[src/rtl/omsp_lpm_ctrl_if.sv]
// Peripheral bus seen by the low-power-mode controller: word address, byte-enabled write, combinational read.
interface omsp_lpm_ctrl_if;
  logic [7:0]  per_addr;
  logic [15:0] per_din;
  logic        per_en;
  logic [1:0]  per_we;
  logic [15:0] per_dout;

  modport master (output per_addr, per_din, per_en, per_we, input  per_dout);
  modport slave  (input  per_addr, per_din, per_en, per_we, output per_dout);
endinterface

[src/rtl/omsp_lpm_ctrl.sv]
// Low-power-mode sequencer: gates the CPU clock on a CPUOFF request, optionally waits for
// the LFXT oscillator to settle on wakeup, and counts the cycles spent asleep.
module omsp_lpm_ctrl #(
  parameter logic [8:0] LPMCTL = 9'h05A,
  parameter logic [8:0] LPMCNT = 9'h05C
) (
  input  logic          mclk,
  input  logic          por_reset,
  omsp_lpm_ctrl_if.slave per,
  input  logic          cpuoff_req,
  input  logic          scg1_req,
  input  logic          oscoff_req,
  input  logic          irq_pending,
  output logic          mclk_en,
  output logic          scg1_o,
  output logic          oscoff_o,
  output logic          wakeup_ack,
  output logic [2:0]    lpm_state
);

  typedef enum logic [2:0] {
    RUN        = 3'd0,
    GATE_SM    = 3'd1,
    SLEEP      = 3'd2,
    OSC_SETTLE = 3'd3,
    RESUME     = 3'd4
  } state_t;

  localparam logic [7:0] CTL_IDX = LPMCTL[8:1];
  localparam logic [7:0] CNT_IDX = LPMCNT[8:1];

  state_t      state, state_nxt;
  logic        lpm_en;
  logic [7:0]  settle;
  logic [15:0] lpmcnt;
  logic [7:0]  settle_cnt;
  logic        cpuoff_q, scg1_l, osc_l;

  logic ctl_sel, cnt_sel, ctl_rd, cnt_rd, cnt_wr;
  logic cpuoff_rise;

  assign ctl_sel = per.per_en & (per.per_addr == CTL_IDX);
  assign cnt_sel = per.per_en & (per.per_addr == CNT_IDX);
  assign ctl_rd  = ctl_sel & (per.per_we == 2'b00);
  assign cnt_rd  = cnt_sel & (per.per_we == 2'b00);
  assign cnt_wr  = cnt_sel & (|per.per_we);

  assign per.per_dout = ({16{ctl_rd}} & {lpm_en, 7'b0, settle})
                      | ({16{cnt_rd}} & lpmcnt);

  always_ff @(posedge mclk or posedge por_reset)
    if (por_reset) begin
      lpm_en <= 1'b1;
      settle <= 8'h10;
    end else begin
      if (ctl_sel & per.per_we[0]) settle <= per.per_din[7:0];
      if (ctl_sel & per.per_we[1]) lpm_en <= per.per_din[15];
    end

  // Software clear takes priority over the sleep-time increment.
  always_ff @(posedge mclk or posedge por_reset)
    if (por_reset)                             lpmcnt <= 16'h0000;
    else if (cnt_wr)                           lpmcnt <= 16'h0000;
    else if (state == SLEEP && lpmcnt != 16'hFFFF) lpmcnt <= lpmcnt + 16'h0001;

  always_ff @(posedge mclk or posedge por_reset)
    if (por_reset) cpuoff_q <= 1'b0;
    else           cpuoff_q <= cpuoff_req;

  assign cpuoff_rise = cpuoff_req & ~cpuoff_q;

  always_ff @(posedge mclk or posedge por_reset)
    if (por_reset) begin
      scg1_l <= 1'b0;
      osc_l  <= 1'b0;
    end else if (state == RUN && state_nxt == GATE_SM) begin
      scg1_l <= scg1_req;
      osc_l  <= oscoff_req;
    end else if (state == RESUME) begin
      scg1_l <= 1'b0;
      osc_l  <= 1'b0;
    end

  // Loaded once on entry so LPMCTL writes during settling cannot stretch or cut it.
  always_ff @(posedge mclk or posedge por_reset)
    if (por_reset)                                  settle_cnt <= 8'h00;
    else if (state == SLEEP && state_nxt == OSC_SETTLE) settle_cnt <= settle;
    else if (state == OSC_SETTLE && settle_cnt != 8'h00) settle_cnt <= settle_cnt - 8'h01;

  always_ff @(posedge mclk or posedge por_reset)
    if (por_reset) state <= RUN;
    else           state <= state_nxt;

  always_comb begin
    state_nxt  = state;
    mclk_en    = 1'b1;
    scg1_o     = 1'b0;
    oscoff_o   = 1'b0;
    wakeup_ack = 1'b0;
    case (state)
      RUN:
        if (lpm_en & cpuoff_rise & ~irq_pending) state_nxt = GATE_SM;
      GATE_SM: begin
        scg1_o    = scg1_l;
        state_nxt = irq_pending ? RESUME : SLEEP;
      end
      SLEEP: begin
        mclk_en  = 1'b0;
        scg1_o   = scg1_l;
        oscoff_o = osc_l;
        if (irq_pending) state_nxt = osc_l ? OSC_SETTLE : RESUME;
      end
      OSC_SETTLE: begin
        mclk_en = 1'b0;
        scg1_o  = scg1_l;
        if (settle_cnt == 8'h00) state_nxt = RESUME;
      end
      RESUME: begin
        wakeup_ack = 1'b1;
        state_nxt  = RUN;
      end
      default: state_nxt = RUN;
    endcase
  end

  assign lpm_state = state;

endmodule

[src/flat_wrapper.sv]
// flat-port wrapper written by rule: the top's interface ports become plain ports
module omsp_lpm_ctrl_flat 
#(
  parameter logic [8:0] LPMCTL = 9'h05A,
  parameter logic [8:0] LPMCNT = 9'h05C
)
  (mclk, por_reset, cpuoff_req, scg1_req, oscoff_req, irq_pending, mclk_en, scg1_o, oscoff_o, wakeup_ack, lpm_state, per_per_addr, per_per_din, per_per_en, per_per_we, per_per_dout);
  omsp_lpm_ctrl_if per_i ();
  input  logic mclk;
  input  logic por_reset;
  input  logic cpuoff_req;
  input  logic scg1_req;
  input  logic oscoff_req;
  input  logic irq_pending;
  output logic mclk_en;
  output logic scg1_o;
  output logic oscoff_o;
  output logic wakeup_ack;
  output logic [2:0] lpm_state;
  input wire logic [$bits(per_i.per_addr)-1:0] per_per_addr;
  input wire logic [$bits(per_i.per_din)-1:0] per_per_din;
  input wire logic [$bits(per_i.per_en)-1:0] per_per_en;
  input wire logic [$bits(per_i.per_we)-1:0] per_per_we;
  output wire logic [$bits(per_i.per_dout)-1:0] per_per_dout;
  assign per_i.per_addr = per_per_addr;
  assign per_i.per_din = per_per_din;
  assign per_i.per_en = per_per_en;
  assign per_i.per_we = per_per_we;
  assign per_per_dout = per_i.per_dout;
  omsp_lpm_ctrl #(.LPMCTL(LPMCTL), .LPMCNT(LPMCNT)) u_core (.mclk(mclk), .por_reset(por_reset), .per(per_i), .cpuoff_req(cpuoff_req), .scg1_req(scg1_req), .oscoff_req(oscoff_req), .irq_pending(irq_pending), .mclk_en(mclk_en), .scg1_o(scg1_o), .oscoff_o(oscoff_o), .wakeup_ack(wakeup_ack), .lpm_state(lpm_state));
endmodule
[config.mk]
export PLATFORM = sky130hd
export DESIGN_NAME = omsp_lpm_ctrl_flat
export DESIGN_NICKNAME = d
export VERILOG_FILES = /design/src/rtl/omsp_lpm_ctrl_if.sv /design/src/rtl/omsp_lpm_ctrl.sv /design/src/flat_wrapper.sv
export SDC_FILE = /design/constraint.sdc
export NUM_CORES = 1
export LEC_CHECK = 0
export ABC_AREA = 0
export CORE_ASPECT_RATIO = 1.1
export CORE_MARGIN = 2
export CORE_UTILIZATION = 50
export CTS_CLUSTER_DIAMETER = 150
export DETAILED_ROUTE_END_ITERATION = 6
export PLACE_DENSITY = 0.8
export SLEW_MARGIN = 20
export SYNTH_ARGS = -nofsm -noshare
export SYNTH_HDL_FRONTEND = slang
export SYNTH_SLANG_ARGS = --single-unit
export TNS_END_PERCENT = 1
[constraint.sdc]
create_clock -name mclk -period 2.2 [get_ports mclk]
set_input_delay 0.44 -clock mclk [delete_from_list [all_inputs] [get_ports mclk]]
set_output_delay 0.44 -clock mclk [all_outputs]
set_load 0.03 [all_outputs]
# == Word-level counts from Yosys, hierarchy flattened ==
# Index checks and enable logic that the tools add are counted.
# classes
bitwise,15
mux,17
n_eq_ne,9
reduce_logical,14
add_sub_neg,2
# ops
operator,n
16-bit AND,2
16-bit 2-to-1 mux,2
"16-bit by 1-bit adder with 16-bit output, second input constant",1
"8-bit by 6-bit == test with 1-bit output, second input constant",2
8-bit 2-to-1 mux,2
"16-bit != test, second input constant",1
16-bit OR,1
3-bit 2-to-1 mux,5
3-bit one-hot mux with 4 select lines,1
1-bit AND,10
"3-bit by 2-bit == test with 1-bit output, second input constant",3
8-bit zero test,1
8-bit nonzero test,1
"8-bit by 1-bit subtractor with 8-bit output, second input constant",1
1-bit 2-to-1 mux,7
"3-bit by 1-bit == test with 1-bit output, second input constant",2
2-bit nonzero test,3
1-bit logical AND,4
2-bit OR reduction,2
"3-bit == test, second input constant",1
3-bit zero test,1
3-bit OR reduction,1
2-bit zero test,1
1-bit NOT,2
# totals
register_bits,39
inputBits,33
wordCells,65
out_inout_bits,23

# == Depth between registers and ports, before layout ==
# logic_depth
ltp_word,9
mapped_depth,6
depth_no_buf,6

# == Least setup slack after synthesis ==
# OpenSTA, ideal clock, no wires.
# synth_path
kind,input -> output
start,input port per_per_addr[4]
end,output port per_per_dout[10]
stages,3
t_arrival_ps,1641
n_path_buf,0
required_ps,1760
slack_ps,119
path_cell_list,nor4b_2 > nand3_1 > nor3_1
# synth_between
elab_chain_len,5
word_cells_on_any_way,9
classes_between,2 x eq/ne; 7 x bitwise
# synth_rtl
element,line_no,rtl
from (decl),flat_wrapper.sv:20,input wire logic [$bits(per_i.per_addr)-1:0] per_per_addr;
8-bit by 6-bit == test with 1-bit output (on tied branches),"omsp_lpm_ctrl.sv:42, omsp_lpm_ctrl.sv:43",
1-bit AND (on tied branches),"omsp_lpm_ctrl.sv:42, omsp_lpm_ctrl.sv:43",
1-bit AND (on tied branches),"omsp_lpm_ctrl.sv:44, omsp_lpm_ctrl.sv:45",
16-bit AND (on tied branches),"omsp_lpm_ctrl.sv:48, omsp_lpm_ctrl.sv:49",
16-bit OR (*),omsp_lpm_ctrl.sv:49,| ({16{cnt_rd}} & lpmcnt);
to (decl),flat_wrapper.sv:24,output wire logic [$bits(per_i.per_dout)-1:0] per_per_dout;
# Every way passes the cells marked *; elsewhere a longest branch is shown, timed or not.

# == Worst setup path after layout ==
# layout_path
start,input port per_per_addr[1]
end,output port per_per_dout[4]
# Same word-level chain as after synthesis.

==> key figures <==
Power and ir drop
  • Clock power share: about a third
  • Sequential share of power: about 53%
  • P per Cell Area: between 400 and 500 nW/um^2
  • VDD IR max: a little over 300 uV
  • Leak Pwr: 1.32 nW
  • Combinational Power Share: between 10% and 20%
  • Switching power: roughly 410 uW
  • Pint: 1.06 mW
  • Switching Share: approximately 28%

Logic synthesis
  • Post-synth top cells: 37 x dfrtp_1, 16 x nand2_1, 14 x a21oi_1
  • Syn Area/Cell: between 9 and 10 um^2
  • Seq/Total Area, Yosys: 40.8%
  • Yosys top cell by area: dfrtp_1
  • Post-Syn Area: approximately 2400 um^2
  • Async set-or-reset flop fraction in the synthesized netlist: 100%
  • Most numerous cell in the Yosys netlist: dfrtp_1
  • FF+latch count, synth: 39
  • Count of flip-flops with a built-in enable after synthesis: 0
  • Count of different cell masters after synthesis: 52
  • Syn Nets: approximately 280
  • Ys Warns: 0
  • Cells after synthesis: between 200 and 250
  • Top post-synthesis cells by area: dfrtp_1 39%, mux2_2 4.7%, a22o_1 4.0%
  • Yosys top cell area share: just under 40%
  • Post-synth top flop: dfrtp_1

Die
  • Die Y-Extent: 76.6 um
  • Initial Util: about 52%
  • Die Footprint: 5370 um^2
  • # IOs: 56
  • Row Count: 26
  • Core region area: ~4600 um^2
  • Die boundary width: 70.0 um

Clock tree
  • CTS tree: built
  • Cts bufs inserted: 5
  • Later-pin clock latency in the skew report: 300 ps
  • CTS H-tree lvls: 2
  • Clock sink total: 39
  • CTS root buffer: clkbuf_8
  • Longest Clk Path Bufs: 2
  • Hold_buf cts: 0
  • Clock-pin slew on the worst setup and hold paths: ~80 ps

Global route
  • Initial antenna violation count: 0
  • Vias in the first global route: just over 2000
  • GRT met2 Usage: a little over a third
  • Routing usage on met3: 4.89%
  • Final global-route overflow total: 0
  • Largest net degree at the start of global routing: 40
  • First-pass GRT wire length: 9600 um
  • All-Layer GR Usage: about 22%
  • Busiest grt layer: met2
  • GR Util met1: between 20% and 30%

STA
  • Layout Skew: between 7 and 8 ps
  • Worst-Margin Slew: slightly above 600 ps
  • Setup WS post-layout: -5.66 ps
  • Slew HR: between 50% and 60%
  • Hold Slack: 507 ps
  • Minimum clock period: 2210 ps
  • Slew Limit Fails: 0
  • Setup violations, final: 2
  • Final Hold Vio Count: 0
  • RSZ-0062 raised after global routing: true
  • Fmax: around 450 MHz
  • Final period util: 100%

Worst setup path
  • CP Max Fanout: 12
  • Worst EP required: between 1500 and 2000 ps
  • Critical Path Source Type: input port
  • CP arrival: about 1800 ps
  • CP Class: in -> out
  • Critical Path Sink Type: primary output

Detailed routing
  • Drc violations: 0
  • Wire per inst: between 15 and 20 um
  • Final WL: between 5000 and 6000 um
  • Router iterations before antenna repair: 5
  • Via count: roughly 2200
  • Antenna viol nets, final: 0
  • DRT iter0 DRCs: ~170
  • Vias/cell: between 6 and 7

Hold path
  • Worst Hold Class: reg -> reg

Layout
  • P&R area growth vs syn: 30.4%
  • Number of diodes: 0
  • Layout cell share with drive strength beyond 1: between 20% and 30%
  • Fin nets: about 340

Placement
  • Placer Congestion: ~0.81
  • Dpl ws: -261 ps
  • Detailed Place HPWL: approximately 4100 um
  • IO Port Bufs: 48

Job
  • Max Cap Viol: 0

Outcome
  • Status: finished, violations left
  • Failing checks: setup timing
-- registers in the layout, indices dropped and copies added (netlist names) --
register           cells
u_core.lpmcnt         16
u_core.settle          8
u_core.settle_cnt      8
u_core.lpm_state       3
u_core.cpuoff_q        1
u_core.lpm_en          1
u_core.osc_l           1
u_core.scg1_l          1
-- final cells by class --
| cell class | instances | area [um^2] |
|---|---|---|
| Tap cell | 56 | 70.1 |
| Clock buffer | 5 | 68.8 |
| Timing Repair Buffer | 63 | 602 |
| Clock inverter | 3 | 25.0 |
| Sequential cell | 39 | 981 |
| Multi-Input combinational cell | 183 | 1350 |
| Inverter | 9 | 33.8 |
| Fill cell | 369 | 1490 |
-- cells by family (layout without fill, tap and decap cells) --
group	after synthesis	after routing	synth area share (%)
xor+xnor	3	3	1.10
mux	14	14	6.36
compound gates	56	56	16.5
flops	39	39	40.8
buf+inv	19	80	4.43
fa+ha+maj	2	2	1.04
simple gates	108	108	29.8
-- cell usage in the layout (no fill, tap or decap), types with 3 or more instances in the layout --
cell and count:
nor4_1 4, o31ai_1 8, buf_4 19, xnor2_1 3, a22o_1 11, clkdlybuf4s50_1 21
nor2_1 8, nor3b_1 3, nand4_1 6, or4_1 7, o21ai_0 11, nand2_1 16
mux2i_1 4, dlygate4sd2_1 5, mux2_2 10, and2_1 6, nor3_1 11, inv_1 9
or3_1 5, a21oi_1 14, buf_6 12, nand3_1 7, a21oi_2 3, clkbuf_8 5
nor2b_1 5, dfrtp_1 35
-- final timing paths --
check | startpoint | endpoint | slack (ps) | cells past startpoint
min in group asynchronous | por_reset | u_core.lpmcnt[13]$_DFFE_PP0P_ | 560 | 3
worst max-delay path | per_per_addr[1] | per_per_dout[4] | -6 | 7
worst max register to register | u_core.lpmcnt[0]$_DFFE_PP0P_ | u_core.lpmcnt[0]$_DFFE_PP0P_ | 290 | 5
worst min register to register | u_core.scg1_l$_DFFE_PP0P_ | u_core.scg1_l$_DFFE_PP0P_ | 510 | 1
max in group asynchronous | por_reset | u_core.lpm_en$_DFFE_PP1P_ | 1260 | 3
worst min-delay path | u_core.scg1_l$_DFFE_PP0P_ | u_core.scg1_l$_DFFE_PP0P_ | 510 | 1
-- worst max-delay path, stage by stage --
cell	delay, ps
clkdlybuf4s50_1	460
nor2b_2	170
nand3_2	100
nor2_2	100
buf_6	160
a22o_1	190
buf_6	140
-- power groups by stage --
stage          clock, mW  sequential (mW)  combinational [mW]
4_1_cts            0.518            0.779               0.177
5_1_grt            0.550            0.785               0.196
3_5_place_dp           0            0.793               0.175
2_1_floorplan          0            0.781               0.104
6_report           0.511            0.780               0.176
3_3_place_gp           0            0.792               0.169
-- repair_timing --
item,CTS,global route
gates cloned,1,0
resized for setup,29,8
endpoints found under the setup margin,19,15
pin swaps,5,4
buffers inserted,1,1
-- routing by layer --
layer,routed length [um],up-vias,share of wire [%]
li1,-,1031,-
met1,2590,1044,45
met2,2840,83,49
met3,283,5,4.9
met4,68,0,1.2
met5,0,-,0
-- per-stage QoR --
stage | utilization (%) | area, um^2 | TNS, ps | total power, mW | instances
6_report | 67.7 | 3130 | -6.38 | 1.47 | 358
5_1_grt | 67.7 | 3130 | -1100 | 1.53 | 358
4_1_cts | 67.2 | 3100 | -413 | 1.47 | 357
3_5_place_dp | 63.6 | 2940 | -3110 | 0.968 | 347
3_3_place_gp | 63.6 | 2940 | -3260 | 0.961 | 347
2_1_floorplan | - | 2400 | 0 | 0.886 | 241
No activity file was read; power rests on OpenSTA's default activity.
